### config.mk
export PLATFORM = sky130hd
export DESIGN_NAME = dpi_pkt_sequencer
export DESIGN_NICKNAME = d
export VERILOG_FILES = /design/src/rtl/dpi_pkg.sv /design/src/rtl/dpi_stream_table.sv /design/src/rtl/dpi_pkt_sequencer.sv
export SDC_FILE = /design/constraint.sdc
export NUM_CORES = 2
export LEC_CHECK = 0
export BUFFER_PORTS_ARGS = -buffer_cell sky130_fd_sc_hd__buf_2
export CORE_MARGIN = 2
export CORE_UTILIZATION = 45
export DETAILED_ROUTE_END_ITERATION = 10
export HOLD_SLACK_MARGIN = 0.12
export PLACE_DENSITY = 0.65
export SYNTH_ARGS = -nofsm -noshare
export SYNTH_HDL_FRONTEND = slang
export SYNTH_SLANG_ARGS = --single-unit
### constraint.sdc
create_clock -name clk -period 9.2 [get_ports clk]
set_clock_uncertainty 0.05 [all_clocks]
set_input_delay 1.38 -clock clk [delete_from_list [all_inputs] [get_ports clk]]
set_output_delay 1.38 -clock clk [all_outputs]
set_load 0.1 [all_outputs]
### src/rtl/dpi_pkg.sv
// ---------------------------------------------------------------------------
// dpi_pkg
// Shared definitions for the DPI packet sequencer slice.
//   state_t           : sequencer FSM states
//   STREAM_SLOTS      : number of entries in the stream (flow) table
//   STREAM_ID_W       : width of a stream slot index
//   NUM_REGEX_DEFAULT : default number of downstream regex matchers
//   CHAR_W            : width of one character on the matcher bus
//   DRAIN_CNT_W       : width of the drain counter (DRAIN_CYCLES 1..7)
// ---------------------------------------------------------------------------
package dpi_pkg;

  localparam int STREAM_SLOTS      = 64;
  localparam int STREAM_ID_W       = 6;
  localparam int NUM_REGEX_DEFAULT = 8;
  localparam int CHAR_W            = 8;
  localparam int DRAIN_CNT_W       = 3;

  typedef enum logic [2:0] {
    S_IDLE,
    S_LOOKUP,
    S_LOAD,
    S_GAP,
    S_STREAM,
    S_DRAIN,
    S_EOP,
    S_RESULT
  } state_t;

endpackage

### src/rtl/dpi_stream_table.sv
// ---------------------------------------------------------------------------
// dpi_stream_table
// 64-entry flow-tag store. On lookup_en the tag is compared against every
// valid entry in parallel; the result is registered, so stream_id and
// new_stream are valid the cycle after lookup_en.
//   Hit  : stream_id = matching slot, new_stream = 0.
//   Miss : allocate the lowest-index free slot, or when the table is full
//          the round-robin victim (pointer then advances). new_stream = 1
//          and the tag is written into the chosen slot.
// Ports:
//   clk, rst_n  : clock, asynchronous active-low reset
//   lookup_en   : perform a lookup/allocate this cycle
//   lookup_tag  : flow tag to look up
//   stream_id   : registered slot index of the last lookup
//   new_stream  : registered "slot was freshly allocated" flag
// ---------------------------------------------------------------------------
module dpi_stream_table
  import dpi_pkg::*;
#(
  parameter int TAG_W = 16
) (
  input  logic                   clk,
  input  logic                   rst_n,
  input  logic                   lookup_en,
  input  logic [TAG_W-1:0]       lookup_tag,
  output logic [STREAM_ID_W-1:0] stream_id,
  output logic                   new_stream
);

  logic [STREAM_SLOTS-1:0] valid_reg;
  logic [STREAM_SLOTS-1:0] hit_vec;
  logic [TAG_W-1:0]        tag_mem [STREAM_SLOTS];
  logic [STREAM_ID_W-1:0]  victim_reg;
  logic [STREAM_ID_W-1:0]  hit_idx;
  logic [STREAM_ID_W-1:0]  free_idx;
  logic [STREAM_ID_W-1:0]  alloc_idx;
  logic                    any_hit;
  logic                    any_free;

  // Parallel compare of all entries; invalid entries never hit, so the
  // un-reset tag storage contents are irrelevant.
  generate
    for (genvar gi = 0; gi < STREAM_SLOTS; gi++) begin : g_cmp
      assign hit_vec[gi] = valid_reg[gi] && (tag_mem[gi] == lookup_tag);
    end
  endgenerate

  // Priority encoders: scanning downward leaves the lowest index set.
  always_comb begin
    hit_idx  = '0;
    free_idx = '0;
    for (int i = STREAM_SLOTS - 1; i >= 0; i--) begin
      if (hit_vec[i])    hit_idx  = STREAM_ID_W'(i);
      if (!valid_reg[i]) free_idx = STREAM_ID_W'(i);
    end
  end

  assign any_hit   = |hit_vec;
  assign any_free  = ~&valid_reg;
  assign alloc_idx = any_free ? free_idx : victim_reg;

  always_ff @(posedge clk or negedge rst_n) begin
    if (!rst_n) begin
      valid_reg  <= '0;
      victim_reg <= '0;
      stream_id  <= '0;
      new_stream <= 1'b0;
    end else if (lookup_en) begin
      if (any_hit) begin
        stream_id  <= hit_idx;
        new_stream <= 1'b0;
      end else begin
        stream_id            <= alloc_idx;
        new_stream           <= 1'b1;
        valid_reg[alloc_idx] <= 1'b1;
        if (!any_free) victim_reg <= victim_reg + STREAM_ID_W'(1);
      end
    end
  end

  // Tag storage carries no reset; validity is tracked by valid_reg.
  always_ff @(posedge clk) begin
    if (lookup_en && !any_hit) tag_mem[alloc_idx] <= lookup_tag;
  end

endmodule

### src/rtl/dpi_pkt_sequencer.sv
// ---------------------------------------------------------------------------
// dpi_pkt_sequencer
// Accepts a byte stream with sop/eop markers, maps each packet's flow tag to
// a stream slot, and sequences the shared character bus of NUM_REGEX regex
// matchers: state-restore strobe, gap cycle, characters, drain, eop, and
// finally a per-packet fired-flag result.
// Ports:
//   clk, rst_n                 : clock, asynchronous active-low reset
//   in_valid/in_ready          : byte-stream handshake
//   in_data, in_sop, in_eop    : byte and first/last markers
//   in_flow_tag                : flow tag, sampled with the sop byte
//   cfg_enable                 : per-matcher enable mask
//   load_state, new_stream_id  : matcher state-restore strobe, fresh-stream flag
//   stream_id                  : stream slot index
//   char_in, char_in_vld       : character bus to matchers
//   eop                        : end-of-packet strobe
//   enable                     : enable mask held for the packet
//   fired_in                   : per-matcher fired flags
//   res_valid/res_stream_id/res_fired : per-packet result
// ---------------------------------------------------------------------------
module dpi_pkt_sequencer
  import dpi_pkg::*;
#(
  parameter int NUM_REGEX    = NUM_REGEX_DEFAULT,
  parameter int TAG_W        = 16,
  parameter int DRAIN_CYCLES = 1
) (
  input  logic                   clk,
  input  logic                   rst_n,
  input  logic                   in_valid,
  output logic                   in_ready,
  input  logic [CHAR_W-1:0]      in_data,
  input  logic                   in_sop,
  input  logic                   in_eop,
  input  logic [TAG_W-1:0]       in_flow_tag,
  input  logic [NUM_REGEX-1:0]   cfg_enable,
  output logic                   load_state,
  output logic                   new_stream_id,
  output logic [STREAM_ID_W-1:0] stream_id,
  output logic [CHAR_W-1:0]      char_in,
  output logic                   char_in_vld,
  output logic                   eop,
  output logic [NUM_REGEX-1:0]   enable,
  input  logic [NUM_REGEX-1:0]   fired_in,
  output logic                   res_valid,
  output logic [STREAM_ID_W-1:0] res_stream_id,
  output logic [NUM_REGEX-1:0]   res_fired
);

  localparam logic [DRAIN_CNT_W-1:0] DRAIN_INIT = DRAIN_CNT_W'(DRAIN_CYCLES);

  state_t                   state_reg;
  logic                     in_ready_reg;
  logic [CHAR_W-1:0]        sop_data_reg;
  logic                     sop_eop_reg;
  logic [TAG_W-1:0]         tag_reg;
  logic                     first_reg;
  logic [DRAIN_CNT_W-1:0]   drain_cnt_reg;
  logic                     load_state_reg;
  logic [CHAR_W-1:0]        char_in_reg;
  logic                     char_in_vld_reg;
  logic                     eop_reg;
  logic [NUM_REGEX-1:0]     enable_reg;
  logic                     res_valid_reg;
  logic [STREAM_ID_W-1:0]   res_stream_id_reg;
  logic [NUM_REGEX-1:0]     res_fired_reg;
  logic                     err_sop_reg;
  logic                     lookup_en;

  assign lookup_en = (state_reg == S_LOOKUP);

  dpi_stream_table #(
    .TAG_W (TAG_W)
  ) u_table (
    .clk        (clk),
    .rst_n      (rst_n),
    .lookup_en  (lookup_en),
    .lookup_tag (tag_reg),
    .stream_id  (stream_id),
    .new_stream (new_stream_id)
  );

  always_ff @(posedge clk or negedge rst_n) begin
    if (!rst_n) begin
      state_reg         <= S_IDLE;
      in_ready_reg      <= 1'b0;
      sop_data_reg      <= '0;
      sop_eop_reg       <= 1'b0;
      tag_reg           <= '0;
      first_reg         <= 1'b0;
      drain_cnt_reg     <= '0;
      load_state_reg    <= 1'b0;
      char_in_reg       <= '0;
      char_in_vld_reg   <= 1'b0;
      eop_reg           <= 1'b0;
      enable_reg        <= '0;
      res_valid_reg     <= 1'b0;
      res_stream_id_reg <= '0;
      res_fired_reg     <= '0;
      err_sop_reg       <= 1'b0;
    end else begin
      // Single-cycle strobes default low.
      load_state_reg  <= 1'b0;
      char_in_vld_reg <= 1'b0;
      eop_reg         <= 1'b0;
      res_valid_reg   <= 1'b0;

      case (state_reg)
        S_IDLE: begin
          in_ready_reg <= 1'b1;
          // Bytes without sop are accepted and silently dropped.
          if (in_valid && in_ready_reg && in_sop) begin
            sop_data_reg <= in_data;
            sop_eop_reg  <= in_eop;
            tag_reg      <= in_flow_tag;
            in_ready_reg <= 1'b0;
            state_reg    <= S_LOOKUP;
          end
        end

        S_LOOKUP: begin
          // Table result lands at this edge, together with the strobe.
          load_state_reg <= 1'b1;
          enable_reg     <= cfg_enable;
          state_reg      <= S_LOAD;
        end

        S_LOAD: begin
          state_reg <= S_GAP;
        end

        S_GAP: begin
          char_in_reg     <= sop_data_reg;
          char_in_vld_reg <= 1'b1;
          first_reg       <= 1'b1;
          state_reg       <= S_STREAM;
        end

        S_STREAM: begin
          if (first_reg) begin
            // sop byte is on the bus this cycle.
            first_reg <= 1'b0;
            if (sop_eop_reg) begin
              drain_cnt_reg <= DRAIN_INIT;
              state_reg     <= S_DRAIN;
            end else begin
              in_ready_reg <= 1'b1;
            end
          end else if (in_valid && in_ready_reg) begin
            char_in_reg     <= in_data;
            char_in_vld_reg <= 1'b1;
            if (in_sop) err_sop_reg <= 1'b1;
            if (in_eop) begin
              in_ready_reg  <= 1'b0;
              drain_cnt_reg <= DRAIN_INIT;
              state_reg     <= S_DRAIN;
            end
          end
        end

        S_DRAIN: begin
          // The final byte of a multi-byte packet is still on the bus in the
          // first DRAIN cycle; only bus-idle cycles count toward the drain.
          if (!char_in_vld_reg) begin
            if (drain_cnt_reg == DRAIN_CNT_W'(1)) begin
              eop_reg   <= 1'b1;
              state_reg <= S_EOP;
            end else begin
              drain_cnt_reg <= drain_cnt_reg - DRAIN_CNT_W'(1);
            end
          end
        end

        S_EOP: begin
          res_valid_reg     <= 1'b1;
          res_fired_reg     <= fired_in & enable_reg;
          res_stream_id_reg <= stream_id;
          state_reg         <= S_RESULT;
        end

        S_RESULT: begin
          in_ready_reg <= 1'b1;
          state_reg    <= S_IDLE;
        end

        default: begin
          state_reg <= S_IDLE;
        end
      endcase
    end
  end

  assign in_ready      = in_ready_reg;
  assign load_state    = load_state_reg;
  assign char_in       = char_in_reg;
  assign char_in_vld   = char_in_vld_reg;
  assign eop           = eop_reg;
  assign enable        = enable_reg;
  assign res_valid     = res_valid_reg;
  assign res_stream_id = res_stream_id_reg;
  assign res_fired     = res_fired_reg;

endmodule

==> impl_metrics.csv <==
group,metric,value,unit
outcome,outcome,"complete, but fails checks",
outcome,violations,"capacitance limit",
synth,synthSimpleGateAreaFrac,7.93,%
synth,synth.area.top_cells,"edfxtp_1 61%, xor2_1 9.9%, xnor2_1 8.0%, dfrtp_1 7.2%, nor4_1 2.0%",
cts,numCtsBuffers,115,
cts,ctsResizeCount,0,
cts,cts_buffer_depth,3,
synth,syn_inst,3379,
cells_and_area,num_antenna_cells,0,
synth,async_flop_share,12.3,%
cts,postCtsSetupRepairBufs,0,
synth,syn_area,50300,µm²
synth,ys.flop_type,"edfxtp_1",
power_and_ir_drop,p_sw_share,35.6,%
timing,finalSetupTns,0,ns
cells_and_area,largest_reg_flops,1024,
placed_design,dpl.hpwl,64.6,mm
timing,tightest_slew,1.46,ns
power_and_ir_drop,power_frac_comb,29.8,%
grt,grt_pass1_vias,27100,
cts,cts_tree,"yes",
grt,grt_overflow_total,0,
timing,finalCritPeriodShare,64.7,%
cts,worst_skew_pair.late_latency,0.70,ns
synth,yosysTopAreaCellShare,61.2,%
detailed_routing,drc,0,
grt,antenna_found_initial,3,
detailed_routing,vias_per_cell,5.34,
detailed_routing,wl_per_cell,21.8,µm
synth,synth_fa_ha_area_share,0.0747,%
critical_path,cp_data_arrival_time,6.18,ns
detailed_routing,ant_nets,0,
die,boundaryPins,87,
synth,synth.distinct_cells,66,
power_and_ir_drop,ir_worst_vdd,0.000219,V
grt,grt_usage,19.2,%
hold_path,min_path_type,"register to register",
cells_and_area,final_nets,3584,
power_and_ir_drop,p_seq_share,43.1,%
synth,synth_seq_area_share,68.4,%
synth,synth_edf_count,1024,
die,row_count,122,
synth,syn-num-nets,3427,
critical_path,cp_max_fo,37,
detailed_routing,wl,111,mm
die,die_x,338,µm
timing,finalHoldViolCount,0,
synth,synth-seq-cells,1168,
synth,synth_area_per_cell,14.9,µm²
detailed_routing,drtIter0Drc,2320,
die,start_util,45.4,%
cells_and_area,syn_to_final_growth,11.9,%
critical_path,critPathLaunchType,"register",
cells_and_area,layoutNonFillerInstCount,5123,
power_and_ir_drop,p_per_area,302,nW/µm²
timing,max_freq,0.168,GHz
power_and_ir_drop,clkPwrFrac,27.1,%
die,design.die.area,114000,µm²
cts,cts.clk_slew.worst_paths,0.06,ns
placed_design,port-buffer-count,86,
die,die_h,338,µm
critical_path,cp-end-kind,"register",
die,core,111000,µm²
power_and_ir_drop,p_leak,18.9,nW
placed_design,dp.cells,4906,
power_and_ir_drop,internal_power,10.9,mW
synth,synth_xor_area_share,18.0,%
cells_and_area,drive_above_1_share,11.1,%
cts,cts.sinks,1168,
run,maxCapViolCount,1,
synth,synth-compound-area-share,2.78,%
placed_design,gp_congestion,0.888,
cts,h-tree-depth,3,
cts,hold_buffers,0,
synth,synth_top_area_cell,"edfxtp_1",
detailed_routing,first_pass_iters,5,
timing,timing.slew.headroom,1.72,%
timing,setup_viol,0,
power_and_ir_drop,p_switching,6.04,mW
grt,grt_max_degree,84,
cts,cts_root_buf,"clkbuf_16",
synth,synth_top_family_by_area,"XOR/XNOR gates",
synth,synthMuxAreaShare,0.742,%
grt,grt_pass1_wl,170,mm
timing,slew_viol_final,0,
detailed_routing,num_vias,27400,
critical_path,crit_required,9.43,ns
critical_path,path_class,"register to register",
timing,period_minus_slack,5.95,ns
synth,yosys_warnings,0,
timing,rsz0062_at_grt,"no",
power by group through the flow:
stage	Clock, mW	Sequential (mW)	Combinational, mW
after detailed placement	0	7.43	5.12
after CTS	4.68	7.32	5.14
after global routing	4.90	7.36	5.49
after floorplan	0	7.76	3.23
final	4.59	7.31	5.06
after global placement	0	7.41	5.06
worst max-delay path, cell delays in order, from the launching register on:
cell      delay (ns)
dfrtp_4         0.83
buf_4           0.53
xor2_1          0.22
nor4_1          0.10
nand4_1         0.17
o22ai_1         0.13
or3_1           0.40
or4_4           0.57
nor2_2          0.13
nand4_2         0.19
nor3_4          0.38
nand2b_2        0.16
nor2_4          0.23
nand2_1         0.33
nor2_1          1.05
layout by cell type, fill, tap and decap left out, types with 6 or more instances in the layout:
master	synthesis	layout
dfrtp_1	144	128
nor2_1	137	136
buf_12	0	19
o21bai_1	53	53
nand2b_1	9	7
o22ai_1	9	9
o31ai_1	10	10
a31oi_1	10	10
clkinv_1	1	26
xnor2_1	460	460
mux2_2	26	26
o21ai_0	42	42
buf_2	14	85
buf_4	75	69
nand2_2	15	15
nand2_1	168	168
dfrtp_4	0	16
nand4_1	150	150
clkbuf_1	21	36
clkinv_2	0	17
o211ai_1	7	7
a21oi_1	39	39
xor2_1	570	570
edfxtp_1	1024	1024
mux2i_1	8	8
o21ai_1	16	16
nand3_1	26	26
bufinv_16	0	8
or4_1	6	6
clkbuf_16	0	119
nor4_1	160	160
inv_1	27	27
or3_1	8	8
nor3_1	55	55
cell type report:
type                    count  area, µm²
fillers                  9120      54400
flip-flops and latches   1168      34400
multi-input cells        2049      14800
clock buffers             160       3180
well taps                1488       1860
repair buffers            174       1340
clock inverters            56        499
inverters                  28        105
metrics by stage:
stage | hold WS, ns | cell area [µm²] | utilization (%) | power (mW) | worst slack [ns]
after global routing | 0.437 | 56200 | 50.8 | 17.7 | 3.02
after detailed placement | 0.408 | 52500 | 47.5 | 12.5 | 3.33
after floorplan | 0.396 | 50300 | - | 11.0 | 4.28
after global placement | 0.407 | 52500 | 47.5 | 12.5 | 3.38
after CTS | 0.422 | 56200 | 50.8 | 17.1 | 3.28
final | 0.418 | 56200 | 50.8 | 17.0 | 3.25
logic make-up (layout without fill, tap and decap cells):
| logic type | Yosys count | after routing |
|---|---|---|
| fa+ha+maj | 3 | 3 |
| xor+xnor | 1030 | 1030 |
| buf+inv | 162 | 418 |
| simple gates | 764 | 764 |
| flops | 1168 | 1168 |
| compound gates | 218 | 218 |
| mux | 34 | 34 |
synthesized netlist by cell type (all sizes together) (27+ instances only):
library cell  count
edfxtp         1024
xor2            570
xnor2           460
nand2           183
nor4            160
nand4           151
dfrtp           144
nor2            142
buf             113
o21ai            58
nor3             56
o21bai           53
a21oi            39
inv              27
metal layers:
| metal | share of wire [%] | wire length, µm | up-vias | GRT usage, % |
|---|---|---|---|---|
| met5 | 0.018 | 20 | - | 0 |
| met4 | 2.1 | 2390 | 2 | 5.12 |
| met3 | 5.4 | 6030 | 173 | 2.90 |
| met2 | 46 | 51400 | 779 | 30.5 |
| met1 | 46 | 51600 | 13800 | 27.7 |
| li1 | - | - | 12600 | - |
path summary, 6_finish.rpt:
kind	end	cells after the start	start	slack (ns)
min in group asynchronous	char_in[6]	1	rst_n	0.72
min	res_stream_id[5]	2	res_stream_id[5]	0.42
max in group asynchronous	u_table.valid_reg[11]	2	rst_n	6.90
max reg2reg	u_table.tag_mem[18][3]	14	tag_reg[1]	3.25
min reg2reg	res_stream_id[5]	2	res_stream_id[5]	0.42
max	u_table.tag_mem[18][3]	14	tag_reg[1]	3.25
Power figures use the tool's default switching activity.
